$ cat src/rtl/jtag_pkg.sv
// Shared JTAG TAP types and opcode helpers.
package jtag_pkg;

    typedef enum logic [3:0] {
        EXIT2_DR         = 4'h0,
        EXIT1_DR         = 4'h1,
        SHIFT_DR         = 4'h2,
        PAUSE_DR         = 4'h3,
        SELECT_IR        = 4'h4,
        UPDATE_DR        = 4'h5,
        CAPTURE_DR       = 4'h6,
        SELECT_DR        = 4'h7,
        EXIT2_IR         = 4'h8,
        EXIT1_IR         = 4'h9,
        SHIFT_IR         = 4'hA,
        PAUSE_IR         = 4'hB,
        RUN_TEST_IDLE    = 4'hC,
        UPDATE_IR        = 4'hD,
        CAPTURE_IR       = 4'hE,
        TEST_LOGIC_RESET = 4'hF
    } tap_ctrl_fsm_t;

    localparam int unsigned IDCODE_WIDTH = 32;

    // BYPASS is the all-ones instruction for a given IR length
    function automatic int unsigned bypass_op(input int unsigned ir_width);
        return (32'd1 << ir_width) - 32'd1;
    endfunction

    function automatic int unsigned user_op(input int unsigned base, input int unsigned idx);
        return base + idx;
    endfunction

endpackage

$ cat src/rtl/jtag_tap_fsm_ah.sv
// IEEE 1149.1 16-state TAP controller with asynchronous active-high reset.
module jtag_tap_fsm_ah
    import jtag_pkg::*;
(
    input  logic          tck,
    input  logic          trst,
    input  logic          tms,
    output tap_ctrl_fsm_t tap_state
);

    tap_ctrl_fsm_t state_q;
    tap_ctrl_fsm_t state_d;

    always_ff @(posedge tck or posedge trst) begin
        if (trst) state_q <= TEST_LOGIC_RESET;
        else      state_q <= state_d;
    end

    always_comb begin
        state_d = state_q;
        unique case (state_q)
            TEST_LOGIC_RESET: state_d = tms ? TEST_LOGIC_RESET : RUN_TEST_IDLE;
            RUN_TEST_IDLE:    state_d = tms ? SELECT_DR  : RUN_TEST_IDLE;
            SELECT_DR:        state_d = tms ? SELECT_IR  : CAPTURE_DR;
            CAPTURE_DR:       state_d = tms ? EXIT1_DR   : SHIFT_DR;
            SHIFT_DR:         state_d = tms ? EXIT1_DR   : SHIFT_DR;
            EXIT1_DR:         state_d = tms ? UPDATE_DR  : PAUSE_DR;
            PAUSE_DR:         state_d = tms ? EXIT2_DR   : PAUSE_DR;
            EXIT2_DR:         state_d = tms ? UPDATE_DR  : SHIFT_DR;
            UPDATE_DR:        state_d = tms ? SELECT_DR  : RUN_TEST_IDLE;
            SELECT_IR:        state_d = tms ? TEST_LOGIC_RESET : CAPTURE_IR;
            CAPTURE_IR:       state_d = tms ? EXIT1_IR   : SHIFT_IR;
            SHIFT_IR:         state_d = tms ? EXIT1_IR   : SHIFT_IR;
            EXIT1_IR:         state_d = tms ? UPDATE_IR  : PAUSE_IR;
            PAUSE_IR:         state_d = tms ? EXIT2_IR   : PAUSE_IR;
            EXIT2_IR:         state_d = tms ? UPDATE_IR  : SHIFT_IR;
            UPDATE_IR:        state_d = tms ? SELECT_DR  : RUN_TEST_IDLE;
            default:          state_d = TEST_LOGIC_RESET;
        endcase
    end

    assign tap_state = state_q;

endmodule

$ cat src/rtl/jtag_tap_multi_dr.sv
// JTAG TAP with IR, IDCODE, BYPASS and NUM_USER_DR parallel-capture/update user data registers.
module jtag_tap_multi_dr
    import jtag_pkg::*;
#(
    parameter int unsigned IR_WIDTH    = 4,
    parameter logic [31:0] IDCODE_VAL  = 32'h10F,
    parameter int unsigned IDCODE_OP   = 'h1,
    parameter int unsigned USER_BASE   = 'h4,
    parameter int unsigned NUM_USER_DR = 3,
    parameter int unsigned DR_WIDTH    = 32
) (
    input  logic                                  tck,
    input  logic                                  trst,
    input  logic                                  tms,
    input  logic                                  tdi,
    output logic                                  tdo,
    output logic                                  tdo_en,
    output tap_ctrl_fsm_t                         tap_state,
    output logic [IR_WIDTH-1:0]                   ir_value,
    input  logic [NUM_USER_DR-1:0][DR_WIDTH-1:0]  user_dr_in,
    output logic [NUM_USER_DR-1:0][DR_WIDTH-1:0]  user_dr_out,
    output logic [NUM_USER_DR-1:0]                user_capture,
    output logic [NUM_USER_DR-1:0]                user_update
);

    localparam logic [IR_WIDTH-1:0] IDCODE_CODE = IR_WIDTH'(IDCODE_OP);

    if (IR_WIDTH < 2) begin : g_chk_ir_width
        $error("jtag_tap_multi_dr: IR_WIDTH must be >= 2");
    end
    if (NUM_USER_DR < 1 || DR_WIDTH < 1) begin : g_chk_user_size
        $error("jtag_tap_multi_dr: NUM_USER_DR and DR_WIDTH must be >= 1");
    end
    if (USER_BASE + NUM_USER_DR - 1 > bypass_op(IR_WIDTH) - 1) begin : g_chk_user_range
        $error("jtag_tap_multi_dr: user opcodes collide with BYPASS or exceed IR range");
    end
    if (IDCODE_OP >= USER_BASE && IDCODE_OP < USER_BASE + NUM_USER_DR) begin : g_chk_idcode
        $error("jtag_tap_multi_dr: IDCODE_OP overlaps a user opcode");
    end

    logic [IR_WIDTH-1:0]     ir_shift;
    logic [IDCODE_WIDTH-1:0] idcode_shift;
    logic                    bypass_shift;
    logic                    sel_idcode;
    logic                    sel_bypass;
    logic [NUM_USER_DR-1:0]  sel_user;
    logic [NUM_USER_DR-1:0]  user_lsb;
    logic                    dr_lsb;

    jtag_tap_fsm_ah u_fsm (
        .tck       (tck),
        .trst      (trst),
        .tms       (tms),
        .tap_state (tap_state)
    );

    // Instruction decode: anything not IDCODE or a user opcode falls through to BYPASS
    always_comb begin
        sel_idcode = (ir_value == IDCODE_CODE);
        for (int unsigned i = 0; i < NUM_USER_DR; i++) begin
            sel_user[i] = (ir_value == IR_WIDTH'(user_op(USER_BASE, i)));
        end
        sel_bypass = ~sel_idcode & ~(|sel_user);
    end

    assign user_capture = sel_user & {NUM_USER_DR{tap_state == CAPTURE_DR}};

    always_ff @(posedge tck or posedge trst) begin
        if (trst) begin
            ir_shift <= '0;
            ir_value <= IDCODE_CODE;
        end else begin
            case (tap_state)
                CAPTURE_IR:       ir_shift <= IR_WIDTH'(2'b01);
                SHIFT_IR:         ir_shift <= {tdi, ir_shift[IR_WIDTH-1:1]};
                UPDATE_IR:        ir_value <= ir_shift;
                TEST_LOGIC_RESET: ir_value <= IDCODE_CODE;
                default: ;
            endcase
        end
    end

    always_ff @(posedge tck or posedge trst) begin
        if (trst) begin
            idcode_shift <= '0;
            bypass_shift <= 1'b0;
        end else if (tap_state == CAPTURE_DR) begin
            if (sel_idcode) idcode_shift <= IDCODE_VAL;
            if (sel_bypass) bypass_shift <= 1'b0;
        end else if (tap_state == SHIFT_DR) begin
            if (sel_idcode) idcode_shift <= {tdi, idcode_shift[IDCODE_WIDTH-1:1]};
            if (sel_bypass) bypass_shift <= tdi;
        end
    end

    // Per-register shift/update stage; outputs only change on this register's own Update-DR
    for (genvar g = 0; g < NUM_USER_DR; g++) begin : g_user
        logic [DR_WIDTH-1:0] shift_q;
        logic [DR_WIDTH-1:0] out_q;
        logic                upd_q;

        always_ff @(posedge tck or posedge trst) begin
            if (trst) begin
                shift_q <= '0;
                out_q   <= '0;
                upd_q   <= 1'b0;
            end else begin
                upd_q <= (tap_state == UPDATE_DR) && sel_user[g];
                if (sel_user[g]) begin
                    case (tap_state)
                        CAPTURE_DR: shift_q <= user_dr_in[g];
                        SHIFT_DR:   shift_q <= (shift_q >> 1) | (DR_WIDTH'(tdi) << (DR_WIDTH - 1));
                        UPDATE_DR:  out_q   <= shift_q;
                        default: ;
                    endcase
                end
            end
        end

        assign user_dr_out[g] = out_q;
        assign user_update[g] = upd_q;
        assign user_lsb[g]    = shift_q[0];
    end

    always_comb begin
        dr_lsb = bypass_shift;
        if (sel_idcode)     dr_lsb = idcode_shift[0];
        else if (|sel_user) dr_lsb = |(sel_user & user_lsb);
    end

    // Falling-edge output stage so tdo is stable around the next rising edge
    always_ff @(negedge tck or posedge trst) begin
        if (trst) begin
            tdo    <= 1'b0;
            tdo_en <= 1'b0;
        end else begin
            case (tap_state)
                SHIFT_IR: begin
                    tdo    <= ir_shift[0];
                    tdo_en <= 1'b1;
                end
                SHIFT_DR: begin
                    tdo    <= dr_lsb;
                    tdo_en <= 1'b1;
                end
                default: begin
                    tdo    <= 1'b0;
                    tdo_en <= 1'b0;
                end
            endcase
        end
    end

endmodule

$ cat config.mk
export PLATFORM = sky130hd
export DESIGN_NAME = jtag_tap_multi_dr
export DESIGN_NICKNAME = d
export VERILOG_FILES = /design/src/rtl/jtag_pkg.sv /design/src/rtl/jtag_tap_fsm_ah.sv /design/src/rtl/jtag_tap_multi_dr.sv
export SDC_FILE = /design/constraint.sdc
export NUM_CORES = 1
export LEC_CHECK = 0
export BUFFER_PORTS_ARGS = -buffer_cell sky130_fd_sc_hd__buf_4
export CORE_MARGIN = 5
export CORE_UTILIZATION = 40
export CTS_BUF_LIST = sky130_fd_sc_hd__clkbuf_2
export DETAILED_ROUTE_END_ITERATION = 6
export GPL_ROUTABILITY_DRIVEN = 1
export PLACE_DENSITY = 0.59
export SETUP_SLACK_MARGIN = 0.2
export SLEW_MARGIN = 20
export SYNTH_ARGS = -nofsm -noshare
export SYNTH_HDL_FRONTEND = slang
export SYNTH_SLANG_ARGS = --single-unit
$ cat constraint.sdc
create_clock -name tck -period 22.4 [get_ports tck]
set_input_delay 4.48 -clock tck [delete_from_list [all_inputs] [get_ports tck]]
set_output_delay 4.48 -clock tck [all_outputs]
set_load 0.01 [all_outputs]
### After elaboration in Yosys (flattened, before gate mapping)

Cells that the tools add are included.

* equality and inequality tests: 23
* muxes and demuxes: 30
* bitwise gates (word level): 8
* reductions and logical operators: 21

Operators with widths (count)
* $pmux W32 S2: 3
* $mux W32: 4
* $or A31 B32 Y32: 3
* $pmux W4 S12: 1
* $eq A4 B4 Y1 const B: 8
* $eq A4 B3 Y1 const B: 7
* $pmux W4 S2: 2
* $mux W2: 6
* $mux W3: 4
* $reduce_and A2 Y1: 6
* $reduce_or A3 Y1: 3
* $eq A4 B1 Y1 const B: 2
* $eq A4 B2 Y1 const B: 2
* $mux W1: 8
* $ne A2 B2 Y1 const B: 4
* $and A3 B3 Y3: 2
* $reduce_and A3 Y1: 2
* $reduce_bool A2 Y1: 3
* $reduce_or A2 Y1: 3
* $logic_not A4 Y1: 1
* $mux W4: 1
* $logic_and A1 B1 Y1: 3
* $not A1 Y1: 2
* $pmux W1 S2: 1
* $and A1 B1 Y1: 1

* register bits: 242
* bits of input ports: 100
* word-level logic and storage cells: 98

### Longest topological paths before layout

* depth after elaboration: 7
* gate-level depth with buffers: 7
* mapped depth without buffers: 4

### Hierarchy

Synthesis repeated with hierarchy kept, for this count alone.

* cell total of the unflattened synthesis: 864
* area, all modules: 10331.2 sq um

By module, submodules not included
* jtag_tap_multi_dr: instances 1, cells an instance 844, area an instance 10129.7 sq um, seq. area each 5957.0 sq um
* jtag_tap_fsm_ah: instances 1, cells an instance 20, area an instance 201.4 sq um, seq. area each 105.1 sq um

==> impl_metrics.py <==
metrics = {
    "grt": {
        "grtUsageTotal_pct": 16.01,
        "grt_max_degree": 73,
        "grt_pass1_wl_mm": 36.80,
        "antenna_found_initial": 2,
        "grt.overflow.total": 0,
        "grt_pass1_vias": 6964,
    },
    "critical_path": {
        "cp_num_buf_inv": 1,
        "cp.arrival_ps": 12360,
        "path_cells": "buf_4",
        "crit_path_end_kind": "output pin",
        "start_kind": "flop",
        "worstPathRequired_ps": 17920,
        "path_max_fanout": 1,
        "cpPeakStageDelay_ps": 390,
        "crit_type": "reg2out",
        "crit_slowest_cell": "dfrtn_1",
        "critical-path-top-delay-family": "flip-flops",
    },
    "clocking": {
        "cts_buffers": 67,
        "ctsRootBufferMaster": "clkbuf_2",
        "clock_path_buffers": 3,
        "cts_sinks": 242,
        "cts-resized-gates": 0,
        "clk_latency_ps": 760,
        "clkSlewWorstSetupHoldPaths_ps": 90,
        "post_cts.repair.setup_buffers": 0,
        "cts_tree": "yes",
        "cts_max_level": 3,
        "hold_buffers": 0,
    },
    "routing": {
        "vias_per_cell": 4.800,
        "ant_nets": 0,
        "drt-total-wl_mm": 23.04,
        "vias": 6763,
        "post_drt_wl_per_cell_um": 16.35,
        "drtIter0Drc": 295,
        "firstDrtPassIters": 4,
        "drc": 0,
    },
    "logic_synthesis": {
        "synthFlopType": "dfrtp_1",
        "synth_edf_count": 0,
        "yosysTopAreaCellShare_pct": 58.48,
        "synth_common_cells": "dfrtp_1 (235), nand2_1 (112), mux2_2 (100)",
        "synth.net_count": 894,
        "synth_top_cell_by_area": "dfrtp_1",
        "synth_cell_types": 40,
        "synth-async-reset-ratio_pct": 100.0,
        "yosys-top-cells-area": "dfrtp_1 (58%), mux2_2 (11%), mux2i_1 (9.6%), o21ai_0 (4.3%), nand2_1 (4.2%)",
        "syn_avg_cell_area_um2": 12.66,
        "ys_seq_area_share_pct": 60.28,
        "synth_seq_cells": 242,
        "syn_inst": 794,
        "netlist_area_um2": 10060,
        "yosysWarnings": 0,
        "yosys.cell_count.top_type": "dfrtp_1",
    },
    "power": {
        "swShare_pct": 32.04,
        "comb_power_share_pct": 24.8,
        "power_frac_seq_pct": 48.9,
        "power_density_nw_per_um2": 105.1,
        "p_leak_nw": 6.949,
        "pwr-share-clk_pct": 26.3,
        "power_w": 0.001317,
        "ir_drop_mv": 0.03867,
        "p_sw_w": 0.0004218,
        "p_int_w": 0.0008948,
    },
    "final_layout": {
        "multi_input_area_um2": 3696,
        "drive_above_1_share_pct": 42.21,
        "layoutNonFillerInstCount": 1409,
        "area.growth.synth_to_final_pct": 24.54,
        "stdcell_area_um2": 12520,
        "regArea_um2": 6062,
        "finish.net_count": 1131,
        "nFillCells": 2351,
    },
    "timing": {
        "grt_setup_unrepaired": "false",
        "setup_tns_ps": 0,
        "relSlewSlack_pct": 36.26,
        "skew_ps": 102.9,
        "drv_slew": 0,
        "fin_hold_ws_ps": 491.0,
        "setup_violations": 0,
        "tightestPinTransition_ps": 956.2,
        "finalHoldViolCount": 0,
    },
    "die": {
        "dieArea_um2": 28410,
        "core_um2": 24960,
        "initial_core_util_pct": 40.28,
        "die_x_um": 168.6,
        "fp-row-count": 58,
        "num_io_pins": 212,
        "dieHeight_um": 168.6,
    },
    "place": {
        "port_buffers": 211,
        "hpwl_mm": 15.32,
        "placed_area_um2": 11850,
        "gp_congestion": 0.7812,
        "dp.cells": 1292,
    },
    "hold_path": {
        "hold_class": "reg2reg",
    },
    "run": {
        "max_cap_violations": 0,
    },
    "status": {
        "status": "finished, final reports clean",
    },
}
## flip-flops by register name, summed over array words and instances (netlist names)
signal,count
ir_shift,4
bypass_shift,1
ir_value,4
g_user.out_q,96
tdo_en,1
tdo,1
g_user.shift_q,96
u_fsm.tap_state,4
g_user.upd_q,3
idcode_shift,32
## power by group through the flow
| stage | registers, W | clock network [W] | logic, W |
|---|---|---|---|
| 2_1_floorplan | 0.000644 | 0 | 0.000192 |
| 3_3_place_gp | 0.000650 | 0 | 0.000328 |
| 3_5_place_dp | 0.000653 | 0 | 0.000333 |
| 4_1_cts | 0.000645 | 0.000363 | 0.000334 |
| 5_1_grt | 0.000662 | 0.000383 | 0.000364 |
| 6_report | 0.000643 | 0.000346 | 0.000327 |
## cell type report
class | count | area share (%)
sequential | 242 | 48.41
multi-input combinational | 494 | 29.51
timing repair buffer | 219 | 13.13
clock buffer | 105 | 4.196
tap | 330 | 3.297
clock inverter | 11 | 1.169
inverter | 7 | 0.2698
antenna | 1 | 0.01998
## placed cells by master, fill, tap and decap left out, types with 2 or more instances in the layout
master,netlist,final
nor2b_1,2,2
nand3_1,5,4
dfrtp_1,235,235
mux2_2,100,100
bufinv_16,0,4
o21ai_0,87,87
nand3b_1,2,2
nand2_1,112,111
dfrtn_1,2,2
o22a_1,5,5
nor2_1,10,10
a22o_1,27,27
nand2b_1,8,8
dfstp_2,5,5
o21ai_2,10,10
mux2i_1,96,96
nor3b_2,2,2
inv_1,6,5
o21ai_1,9,9
clkbuf_2,0,105
buf_4,9,219
a21oi_1,4,4
clkinv_1,0,7
## logic make-up after synthesis
logic type,Yosys count,synth area share (%)
and+or+nand+nor,149,6.681
AOI/OAI and AO/OA,149,9.195
muxes,196,20.75
DFF,242,60.28
buffers and inverters,58,3.086
## path summary, 6_finish.rpt
check,depth (start not counted),end,start,slack (ps)
worst max register to register,4,tdo$_DFF_NP0_,u_fsm.tap_state[1]$_DFF_PP1_,8240
worst min-delay path,1,idcode_shift[21]$_DFFE_PP0P_,idcode_shift[22]$_DFFE_PP0P_,490
min in group asynchronous,2,g_user[0].out_q[11]$_DFFE_PP0P_,trst,3720
worst max-delay path,1,tdo_en,tdo_en$_DFF_NP0_,5560
max in group asynchronous,2,tdo$_DFF_NP0_,trst,7160
worst min register to register,1,idcode_shift[21]$_DFFE_PP0P_,idcode_shift[22]$_DFFE_PP0P_,490
## per-stage QoR
stage,utilization (%),worst slack (ps)
CTS,50.16,5466
global placement,47.46,6240
detailed placement,47.46,6244
floorplan,-,297.0
global route,50.17,5444
finish,50.17,5561
## layer usage
| metal | vias to the layer above | routed length (um) | GRT usage (%) |
|---|---|---|---|
| met4 | 2 | 719 | 6.669 |
| met3 | 53 | 1683 | 5.932 |
| met2 | 192 | 10480 | 24.44 |
| li1 | 3298 | - | - |
| met5 | - | 9 | 0 |
| met1 | 3218 | 10150 | 20.68 |
Power figures use the tool's default switching activity.
